File: src/rtl/clk_sched.sv
// clk_sched: programmable tick / derived-clock scheduler.
// A run divides clk by a latched period, issuing a one-cycle tick per period,
// toggling gen_clk on every tick and counting ticks until run_len is reached
// (or forever when run_len is 0). All outputs come straight from registers.
module clk_sched #(
  parameter int CNT_W = 16
) (
  input  logic             clk,
  input  logic             rst,
  input  logic             start,
  input  logic             stop,
  input  logic [CNT_W-1:0] period,
  input  logic [CNT_W-1:0] run_len,
  output logic             tick,
  output logic             gen_clk,
  output logic [CNT_W-1:0] tick_cnt,
  output logic             busy,
  output logic             done
);

  localparam logic [CNT_W-1:0] ONE = CNT_W'(1);

  typedef enum logic [1:0] {
    IDLE = 2'd0,
    RUN  = 2'd1,
    DONE = 2'd2
  } state_t;

  state_t           state_q, state_d;
  logic [CNT_W-1:0] div_q, div_d;     // divider counter, 0 .. per_q-1
  logic [CNT_W-1:0] per_q, per_d;     // latched period, never 0
  logic [CNT_W-1:0] len_q, len_d;     // latched run length, 0 = endless
  logic [CNT_W-1:0] cnt_d;
  logic             tick_d, gen_d, busy_d, done_d;

  logic             wrap;
  logic             last_tick;
  logic [CNT_W-1:0] cnt_inc;

  // Divider wraps when it has counted a full period; the run ends when the
  // tick about to be issued is the run_len-th one.
  assign wrap      = (div_q == per_q - ONE);
  assign cnt_inc   = tick_cnt + ONE;
  assign last_tick = (len_q != '0) && (cnt_inc == len_q);

  // Next-state and next-output logic for the IDLE/RUN/DONE controller.
  always_comb begin
    // NOTE: every signal gets a default before the case so no path leaves it
    // unassigned; a missing default here would infer a latch.
    state_d = state_q;
    div_d   = div_q;
    per_d   = per_q;
    len_d   = len_q;
    cnt_d   = tick_cnt;
    gen_d   = gen_clk;
    tick_d  = 1'b0;

    unique case (state_q)
      IDLE, DONE: begin
        // stop has no meaning outside a run; start (even with stop) begins one
        if (start) begin
          state_d = RUN;
          per_d   = (period == '0) ? ONE : period;
          len_d   = run_len;
          div_d   = '0;
          cnt_d   = '0;
          gen_d   = 1'b0;
        end
      end

      RUN: begin
        // start is ignored so the latched configuration holds for the run
        if (stop) begin
          // stop beats a coincident wrap: no tick, no count
          state_d = IDLE;
        end else if (wrap) begin
          div_d  = '0;
          tick_d = 1'b1;
          gen_d  = ~gen_clk;
          cnt_d  = cnt_inc;
          if (last_tick) state_d = DONE;
        end else begin
          div_d = div_q + ONE;
        end
      end

      default: state_d = IDLE;
    endcase

    busy_d = (state_d == RUN);
    done_d = (state_d == DONE);
  end

  // State and output registers; synchronous reset overrides start and stop.
  always_ff @(posedge clk) begin
    // NOTE: non-blocking assignments so every register samples the pre-edge
    // values computed above, independent of statement order.
    if (rst) begin
      state_q  <= IDLE;
      div_q    <= '0;
      per_q    <= ONE;
      len_q    <= '0;
      tick     <= 1'b0;
      gen_clk  <= 1'b0;
      tick_cnt <= '0;
      busy     <= 1'b0;
      done     <= 1'b0;
    end else begin
      state_q  <= state_d;
      div_q    <= div_d;
      per_q    <= per_d;
      len_q    <= len_d;
      tick     <= tick_d;
      gen_clk  <= gen_d;
      tick_cnt <= cnt_d;
      busy     <= busy_d;
      done     <= done_d;
    end
  end

endmodule

File: config.mk
export PLATFORM = sky130hd
export DESIGN_NAME = clk_sched
export DESIGN_NICKNAME = d
export VERILOG_FILES = /design/src/rtl/clk_sched.sv
export SDC_FILE = /design/constraint.sdc
export NUM_CORES = 1
export LEC_CHECK = 0
export ABC_AREA = 1
export CORE_MARGIN = 5
export CORE_UTILIZATION = 35
export CTS_CLUSTER_DIAMETER = 80
export CTS_CLUSTER_SIZE = 40
export DETAILED_ROUTE_END_ITERATION = 8
export GPL_ROUTABILITY_DRIVEN = 1
export GPL_TIMING_DRIVEN = 0
export SLEW_MARGIN = 30
export SYNTH_ARGS = -nofsm -noshare
export SYNTH_HDL_FRONTEND = slang
export SYNTH_SLANG_ARGS = --single-unit
File: constraint.sdc
create_clock -name clk -period 2.45 [get_ports clk]
set_input_delay 0.49 -clock clk [delete_from_list [all_inputs] [get_ports clk]]
set_output_delay 0.49 -clock clk [all_outputs]
set_load 0.1 [all_outputs]
==> key figures <==
Critical path
  • CP top delay family: buffers and inverters
  • Arrival time worst endpoint: 1.90 ns
  • Startpoint types: flip-flop
  • Max FO, Critical Path: 5
  • Worst-path cell chain: clkdlybuf4s50_1
  • CP max stage cell: clkdlybuf4s50_1
  • Worst Setup Path Type: flip-flop to primary output
  • CP max stage delay: 1.16 ns
  • CP endpoint kind: primary output
  • Worst Path Buf+Inv: 1
  • Worst Path Required: 1.96 ns

Status
  • Status: complete, no violations

STA
  • Hold slack final: 0.493 ns
  • Final hold vios: 0
  • Slew Viols, Final: 0
  • Final setup fails: 0
  • Slew headroom: 33.7%
  • Setup TNS: 0 ns
  • Unrepaired setup endpoints after global routing: yes
  • Fin worst setup slack: 0.0635 ns
  • Tmin final: 2.39 ns
  • Max Clk Rate: 419 MHz
  • Tcrit/Tclk final: 97.4%
  • Fin Clk Skew: 0.00847 ns
  • Slew @ Worst Pin: 0.992 ns

Layout
  • Nets@finish: 804
  • Antenna cells: 0
  • Non-filler cells, final: 938
  • Synth-to-Final Area Change: 26.3%
  • Most common cell after layout, fill and taps aside: nand2_1
  • Most frequent cells in the layout: nand2_1 (190), nor2_1 (92), inv_1 (78)
  • Fraction of layout cells with a size suffix above 1: 7.40%

Clock tree
  • H-tree depth: 3
  • Clock latency on the worst-skew pair: 0.34 ns
  • Total CTS buffers: 9
  • Clk sinks: 70
  • CTS Root Buffer Type: clkbuf_16
  • Reg clk slew, reported paths: 0.06 ns
  • CTS tree: built
  • Max Root-Sink Buffers: 2
  • Hold Buf Count CTS: 0

Die
  • # IOs: 56
  • Rows: 40
  • DIE HEIGHT: 121 microns
  • Die W: 121 microns
  • Initial Util: 36.0%
  • Die ar.: 14700 sq um
  • Area of the core: 12100 sq um

Drt
  • DRT antenna net count: 0
  • Total Wirelength: 13200 microns
  • Initial DRC Count: 348
  • # DRC: 0
  • Vias per Instance: 5.06
  • First-pass detailed-route iteration total: 5
  • DR WL/cell: 14.0 microns
  • Via total after detailed routing: 4742

Yosys
  • Synth Cell Area: 4340 sq um
  • Post-synthesis cell count: 697
  • Register area share after synthesis: 32.3%
  • YS warnings: 0
  • Syn Area/Cell: 6.22 sq um
  • Area contributors post-synth: dfxtp_1 (32%), nand2_1 (16%), nor2_1 (8.3%)
  • Synth area leader: dfxtp_1
  • Synth unique cells: 35
  • Syn nets: 736
  • Post-synth top area share: 32.3%
  • Flop and latch count out of synthesis: 70

Placed design
  • Detailed placer's ending HPWL: 10400 microns
  • Final RePlAce weighted congestion: 0.878
  • Port Buffers: 54
  • Setup WS pre-CTS: -0.0763 ns
  • Cell Count Post-Placement: 919

Global routing
  • Vias in the first global route: 4593
  • First-pass GRT wire length: 21700 microns
  • Tot GR Track Use: 18.3%
  • Remaining global-route overflow: 0
  • Largest net degree at the start of global routing: 13
  • Initial antenna violation count: 0

Power and ir drop
  • Maximum vdd drop: 0.347 mV
  • Cell Pwr Density: 576 nW/um^2
  • Pleak: 2.30 nW

Hold path
  • Hold Path Class: flip-flop to flip-flop

Run
  • Max-cap viol count: 0
cells in the mapped netlist (all sizes together):
cell	instances
a211oi	9
a21oi	48
and2	2
buf	7
clkbuf	14
dfxtp	70
ha	3
inv	80
nand2	196
nand3	58
nand3b	1
nand4	33
nor2	103
nor3	7
nor3b	1
nor4	5
o211ai	3
o21ai	33
o21bai	2
o22ai	1
or2	1
xnor2	6
xor2	14
what timing repair did:
item                                    4_1_cts  5_1_grt
pin swaps                                     0        1
gates resized for setup                       5       10
hold endpoints to repair                      0        0
endpoints found under the setup margin       18       30
buffers inserted                              0        3
kinds of logic (layout without fill, tap and decap cells):
group / count (synthesis) / in the layout / synth area share (%)
AO/OA/AOI/OAI: 96 / 96 / 12.0
AND/OR/NAND/NOR: 407 / 407 / 41.6
adder cells (fa/ha/maj): 3 / 3 / 0.865
buffers and inverters: 101 / 174 / 9.20
flip-flops: 70 / 70 / 32.3
XOR/XNOR: 20 / 20 / 4.04
where the power goes:
| part | switching (mW) | total (mW) | internal [mW] |
|---|---|---|---|
| clock | 0.510 | 1.36 | 0.848 |
| sequential | 0.0542 | 1.24 | 1.19 |
| combinational | 0.351 | 0.558 | 0.206 |
metrics by stage:
step           utilization [%]  power, mW  cell area (sq um)
3_5_place_dp              42.3       1.81               5100
2_1_floorplan                -       1.63               4350
5_1_grt                   45.4       3.31               5480
3_3_place_gp              42.3       1.80               5100
4_1_cts                   44.9       3.17               5420
6_report                  45.4       3.16               5480
path summary, 6_finish.rpt:
kind                                  start           to  slack (ns)  cells past startpoint
worst max-delay path            tick_cnt[3]  tick_cnt[3]        0.06                      1
worst min-delay path            tick_cnt[8]  tick_cnt[8]        0.49                      2
worst max register to register     per_q[0]  tick_cnt[0]        0.14                     16
worst min register to register  tick_cnt[8]  tick_cnt[8]        0.49                      2
layout make-up:
class | count | area, sq um
Timing Repair Buffer | 57 | 568
Multi-Input combinational cell | 526 | 2580
Tap cell | 168 | 210
Fill cell | 1280 | 6580
Inverter | 80 | 300
Clock buffer | 12 | 256
Buffer | 21 | 98.8
Sequential cell | 70 | 1410
Clock inverter | 4 | 55.1
sequential cells by signal (all words and copies together), names as in the netlist:
| register | cells |
|---|---|
| div_q | 16 |
| tick | 1 |
| busy | 1 |
| tick_cnt | 16 |
| done | 1 |
| len_q | 16 |
| state_q | 2 |
| per_q | 16 |
| gen_clk | 1 |
metal layers:
metal	GRT usage, %	routed length, microns
met5	0	0
met4	6.16	315
met1	22.2	5760
met3	2.94	540
met2	32.6	6540
No activity file was read; power rests on OpenSTA's default activity.
==> RTL change 1, RTL diff (same flow settings) <==
Register the input `period` before use. The logic sees it one clock later. The other inputs are not delayed to match. Comments in the files are not updated.
--- a/src/rtl/clk_sched.sv
+++ b/src/rtl/clk_sched.sv
@@ -27,2 +27,8 @@
   } state_t;
+
+  logic [CNT_W-1:0] period_q;
+
+  always_ff @(posedge clk) begin
+    period_q <= period;
+  end
 
@@ -62,3 +68,3 @@
           state_d = RUN;
-          per_d   = (period == '0) ? ONE : period;
+          per_d   = (period_q == '0) ? ONE : period_q;
           len_d   = run_len;
Function: changed (Yosys sat finds a counterexample within 4 cycles, from zero or initial values and one cycle with rst high).
==> RTL change 1 against the unedited design <==
- total power up 7.7%
- sequential power up 23%
- design area up 4.5%
- cell count up 0.43%
- synthesized area up 5.9%
- setup slack worse by 16 ps
- sequential cell count up 16
- wire length up 0.17%
- synthesized cell count down 0.29%
==> RTL change 1: results (changes against the unedited design) <==
** Critical path
- The number of cells traversed by the worst register-to-register path came to 13 (-3).
- The startpoint identified for the worst register-to-register timing path is tick_cnt[6].
- The worst register-to-register path ends at done.
- Largest fanout of any net on the critical path :: 6 (+1)

** Logic synthesis
- The number of distinct library cells after synthesis came to 32 (-8.6%).
- In the synthesized netlist, the cells that appear most often are 185 x nand2_1, 86 x dfxtp_1, 86 x nor2_1.
- The synthesized-area fraction occupied by adder cells is 0.8170% (-0.048 points).
- Mapped Nets :: 734 (-0.27%)
- Compound-gate portion of the synthesized area :: 10.57% (-1.4 points)
- Yosys attributes the largest share of cell area to dfxtp_1 37%, nand2_1 15%, nor2_1 7.0%, nand3_1 6.3%, inv_1 6.0%.
- The area share of xor/xnor cells in the synthesized design came to 4.003% (-0.035 points).
- Part of the Yosys area used for sequential elements :: 37.47% (+5.2 points)

** Global routing
- Number of global-route vias before repair :: 4217 (-8.2%)
- Met1 usage :: 24.78% (+2.6 points)
- Met2 routing resource usage after global routing :: 23.98% (-8.6 points)
- The combined global-route utilization of all metal layers came to 16.50% (-1.8 points).
- The global-route wire length before repair came to 21110 um (-2.9%).
- The pin count of the biggest net entering global routing was 17 (+4).
- Met3 capacity usage during global routing :: 2.401% (-0.54 points)

** Hold path
- The worst hold path begins at len_q[13].
- Min-Delay Endpoint :: len_q[13]

** Detailed routing
- First-pass iteration count of the detailed router :: 6 (+1)
- The wire length per cell was 13.99 um (-0.25%).
- Count of vias placed by the detailed router :: 4705 (-0.78%)

** Finish
- The layout cell share with drive strength beyond 1 came to 8.182% (+0.78 points).

** Place
- Global placement routability congestion :: 0.8907 (+1.4%)
- Minimum setup slack after placement :: -17.37 ps (+58.91 ps)
- The HPWL after detailed placement came to 10180 um (-1.7%).

** Outcome
- The run finished with clean final reports.

** Power
- The peak ir drop on the vdd network is 374.6 uV (+7.9%).
- The leakage power figure was 2.389 nW (+4.0%).

** STA
- Remaining max-slew budget at the tightest pin :: 34.40% (+0.75 points)
## RTL change 1: cell types whose count changed after synthesis, sizes merged, moves of 3 or more
cell | unedited run | this run
a21oi | 48 | 45
nand4 | 33 | 28
inv | 80 | 75
nor2 | 103 | 96
o211ai | 3 | 0
nor3 | 7 | 11
nand2 | 196 | 192
dfxtp | 70 | 86
## RTL change 1: logic make-up (layout without fill, tap and decap cells)
logic type               Yosys count  after routing
AO/OA/AOI/OAI                     91             91
flip-flops                        86             86
AND/OR/NAND/NOR                  397            397
buffers and inverters             97            172
XOR/XNOR                          21             21
adder cells (fa/ha/maj)            3              3
## RTL change 1: layer usage
layer | part of all wire (%) | wire length [um] | vias to the layer above
met5 | 0 | 0 | -
met2 | 43 | 5635 | 185
met4 | 1.7 | 225 | 0
li1 | - | - | 2406
met3 | 6.5 | 859 | 17
met1 | 49 | 6459 | 2097
## RTL change 1: cell type report
cell class              instances  area, um2
plain buffers                  22      108.9
clock buffers                  10      239.0
clock inverters                 6      55.05
fillers                      1332       6998
inverters                      75      281.5
multi-input cells             512       2515
flip-flops and latches         86       1728
well taps                     172      215.2
repair buffers                 59      581.8
## RTL change 1: how the worst max path moves through the flow
stage | depth (start not counted) | end | slack, ps | startpoint
after floorplan | 13 | done | 9 | tick_cnt[4]
after global placement | 9 | tick_cnt[12] | -50 | start
after detailed placement | 9 | tick_cnt[9] | -20 | start
after CTS | 1 | tick_cnt[4] | 2 | tick_cnt[4]
after global routing | 16 | tick_cnt[13] | -30 | per_q[0]
final | 1 | tick_cnt[10] | 50 | tick_cnt[10]
## RTL change 1: report_power, final
part	switching, W	internal [W]	leakage, nW
logic	0.000339	0.000198	1.53
clock network	0.000611	0.000733	0.145
registers	0.0000571	0.00147	0.709
total	0.00101	0.00240	2.39
## RTL change 1: timing repair
item | CTS | global route
hold buffers | 0 | 0
pin swaps | 0 | 2
endpoints found under the setup margin | 5 | 35
resized for setup | 5 | 16
setup buffers | 0 | 5
## RTL change 1: through the flow
step                      hold WS, ps  instances  power [W]  cell area (um2)
after floorplan                 455.4        695   0.001903             4597
after global placement          469.0        921   0.002070             5353
after detailed placement        475.7        921   0.002077             5353
after CTS                       485.3        937   0.003422             5640
after global routing            510.1        942   0.003548             5724
final                           485.6        942   0.003403             5724
==> RTL change 2, RTL diff (same settings) <==
Without the edit above. `CNT_W`: 16 -> 24.
--- a/src/rtl/clk_sched.sv
+++ b/src/rtl/clk_sched.sv
@@ -5,3 +5,3 @@
 module clk_sched #(
-  parameter int CNT_W = 16
+  parameter int CNT_W = 24
 ) (
Ports: changed (resized period, run_len and tick_cnt); port bits go from 56 to 80. No check against the original RTL was run, so the function may have changed too.
==> RTL change 2 against the unedited design <==
- fmax down 1.5%
- wire length increased by 78%
- design area is 59% higher
- sequential power rose by 46%
- register-to-register slack worse by 110 ps
- setup slack got worse by 36 ps
- synthesized area is 59% higher
- total power increased by 35%
- sequential cell count is 32 higher
==> RTL change 2: results (changes against the unedited design) <==
** Hold path
- Kind of path behind the tightest hold check :: reg -> reg

** CTS
- The buffer depth of the longest clock path came to 2 (unchanged).
- Worst-Skew Late Latency :: 360 ps (+20 ps)
- The number of clock buffers inserted by TritonCTS was 9 (unchanged).
- CTS clk-pin slew, worst paths :: 70 ps
- Clock H-tree levels :: 3 (unchanged)
- Root cell of the clock tree :: clkbuf_16

** Detailed routing
- The starting DRC count in detailed routing came to 470 (+35%).
- Count of vias placed by the detailed router :: 7435 (+57%)
- Wire length per cell after detailed routing :: 15.90 um (+13%)
- The detailed-router iteration count before antenna repair is 6 (+1).

** Logic synthesis
- Largest cells by area after synthesis :: dfxtp_1 30%, nand2_1 16%, nor2_1 7.1%, inv_1 6.3%, nand3_1 6.2%
- Part of the Yosys area used for sequential elements :: 29.59% (-2.7 points)
- Among all flip-flop cells after synthesis, the most frequent one is dfxtp_1.
- The number of distinct library cells after synthesis came to 43 (+23%).
- Commonest cells post-synth :: 289 x nand2_1, 131 x nor2_1, 115 x inv_1
- The share of synthesized flip-flops with an asynchronous set or reset was 0% (unchanged).
- The number of warnings printed during yosys synthesis is 0 (unchanged).
- Mapped Nets :: 1152 (+57%)

** Place
- Minimum setup slack after placement :: -538.6 ps (-462.4 ps)
- The number of port buffers is 78 (+44%).
- The placer congestion estimate was 0.9322 (+6.1%).
- The total cell area at the placement stage came to 0.008031 mm2 (+58%).
- The HPWL after detailed placement came to 18230 um (+76%).

** STA
- The post-route clock skew is 9.169 ps (+0.7042 ps).
- Remaining max-slew budget at the tightest pin :: 33.52% (-0.14 points)
- The max-slew violation total from the final report is 0 (unchanged).

** Finish
- The layout cell share with drive strength beyond 1 is 12.28% (+4.9 points).
- Filler instances :: 2079 (+62%)
- The final-stage net count came to 1255 (+56%).
- The number of diodes added for antenna fixing came to 0 (unchanged).

** Critical path
- Standard cell with the maximum stage delay on the critical path :: dfxtp_4
- The data arrival time of the worst path was 2650 ps (+750 ps).
- The largest fanout of any net on the critical path was 8 (+3).
- Slowest Stage Delay on Critical Path :: 360 ps (-800 ps)

** Power
- Clock distribution power :: 0.00155 W (+14%)
- The peak ir drop on the vdd network was 321.0 uV (-7.5%).
- Leakage dissipation :: 3.639 nW (+58%)
- Switching power summed over all nets :: 0.001336 W (+46%)
- Fraction of power consumed by sequential logic :: 42.5% (+3.1 points)

** Global routing
- The number of global-route vias before repair came to 7008 (+53%).
- The combined global-route utilization of all metal layers came to 20.76% (+2.5 points).
- The initial antenna violation count is 0 (unchanged).
- Global-route wire length before repair :: 36600 um (+68%)
- Maximum number of pins on one net before global-route repair :: 17 (+4)

** Outcome
- Run status :: finished clean
RTL change 2: path summary, 6_finish.rpt:
path / start / end / slack [ps] / cells after the start
setup reg to reg: per_q[0] / tick_cnt[12] / 30 / 16
setup / recovery: per_q[0] / tick_cnt[12] / 30 / 16
hold reg to reg: len_q[1] / len_q[1] / 480 / 2
hold / removal: len_q[1] / len_q[1] / 480 / 2
RTL change 2: logic make-up after synthesis:
family          share of synthesized area, %
simple gates                           40.83
fa+ha+maj                             0.5440
flops                                  29.59
xor+xnor                               6.836
buf+inv                                9.447
compound gates                         12.75
RTL change 2: cell type report:
type,instances,area (um2),area share (%)
clock buffer,12,256.5,2.940
sequential,102,2074,23.78
clock inverter,4,55.05,0.6311
buffer,39,210.2,2.410
inverter,122,460.4,5.278
tap,265,331.6,3.801
multi-input combinational,835,4415,50.62
timing repair buffer,91,919.6,10.54
RTL change 2: critical path: cells and delay by family, from the launching register on:
kind	cells	cell delay, ps
AOI/OAI and AO/OA	1	60
DFF	1	360
adders and majority gates	1	160
and+or+nand+nor	12	1450
buffers and inverters	2	250
RTL change 2: repair_timing:
action                                  CTS  global route
cloned                                    0             3
gates resized for setup                  26            60
buffers inserted                          3             8
pin swaps                                 2            18
endpoints found under the setup margin   72            66
RTL change 2: stage by stage:
step / power, W / cells / TNS [ps]
finish: 0.004261 / 1470 / 0
global route: 0.004460 / 1470 / -2276
CTS: 0.004207 / 1459 / 0
detailed placement: 0.002664 / 1440 / -18240
global placement: 0.002661 / 1440 / -17200
floorplan: 0.002371 / 1097 / 0
RTL change 2: routing by layer:
layer	global-route usage, %	routed length (um)	vias up
li1	-	-	3785
met1	26.77	10670	3442
met2	35.97	11290	172
met3	3.642	956	36
met4	5.124	467	0
met5	0	0	-
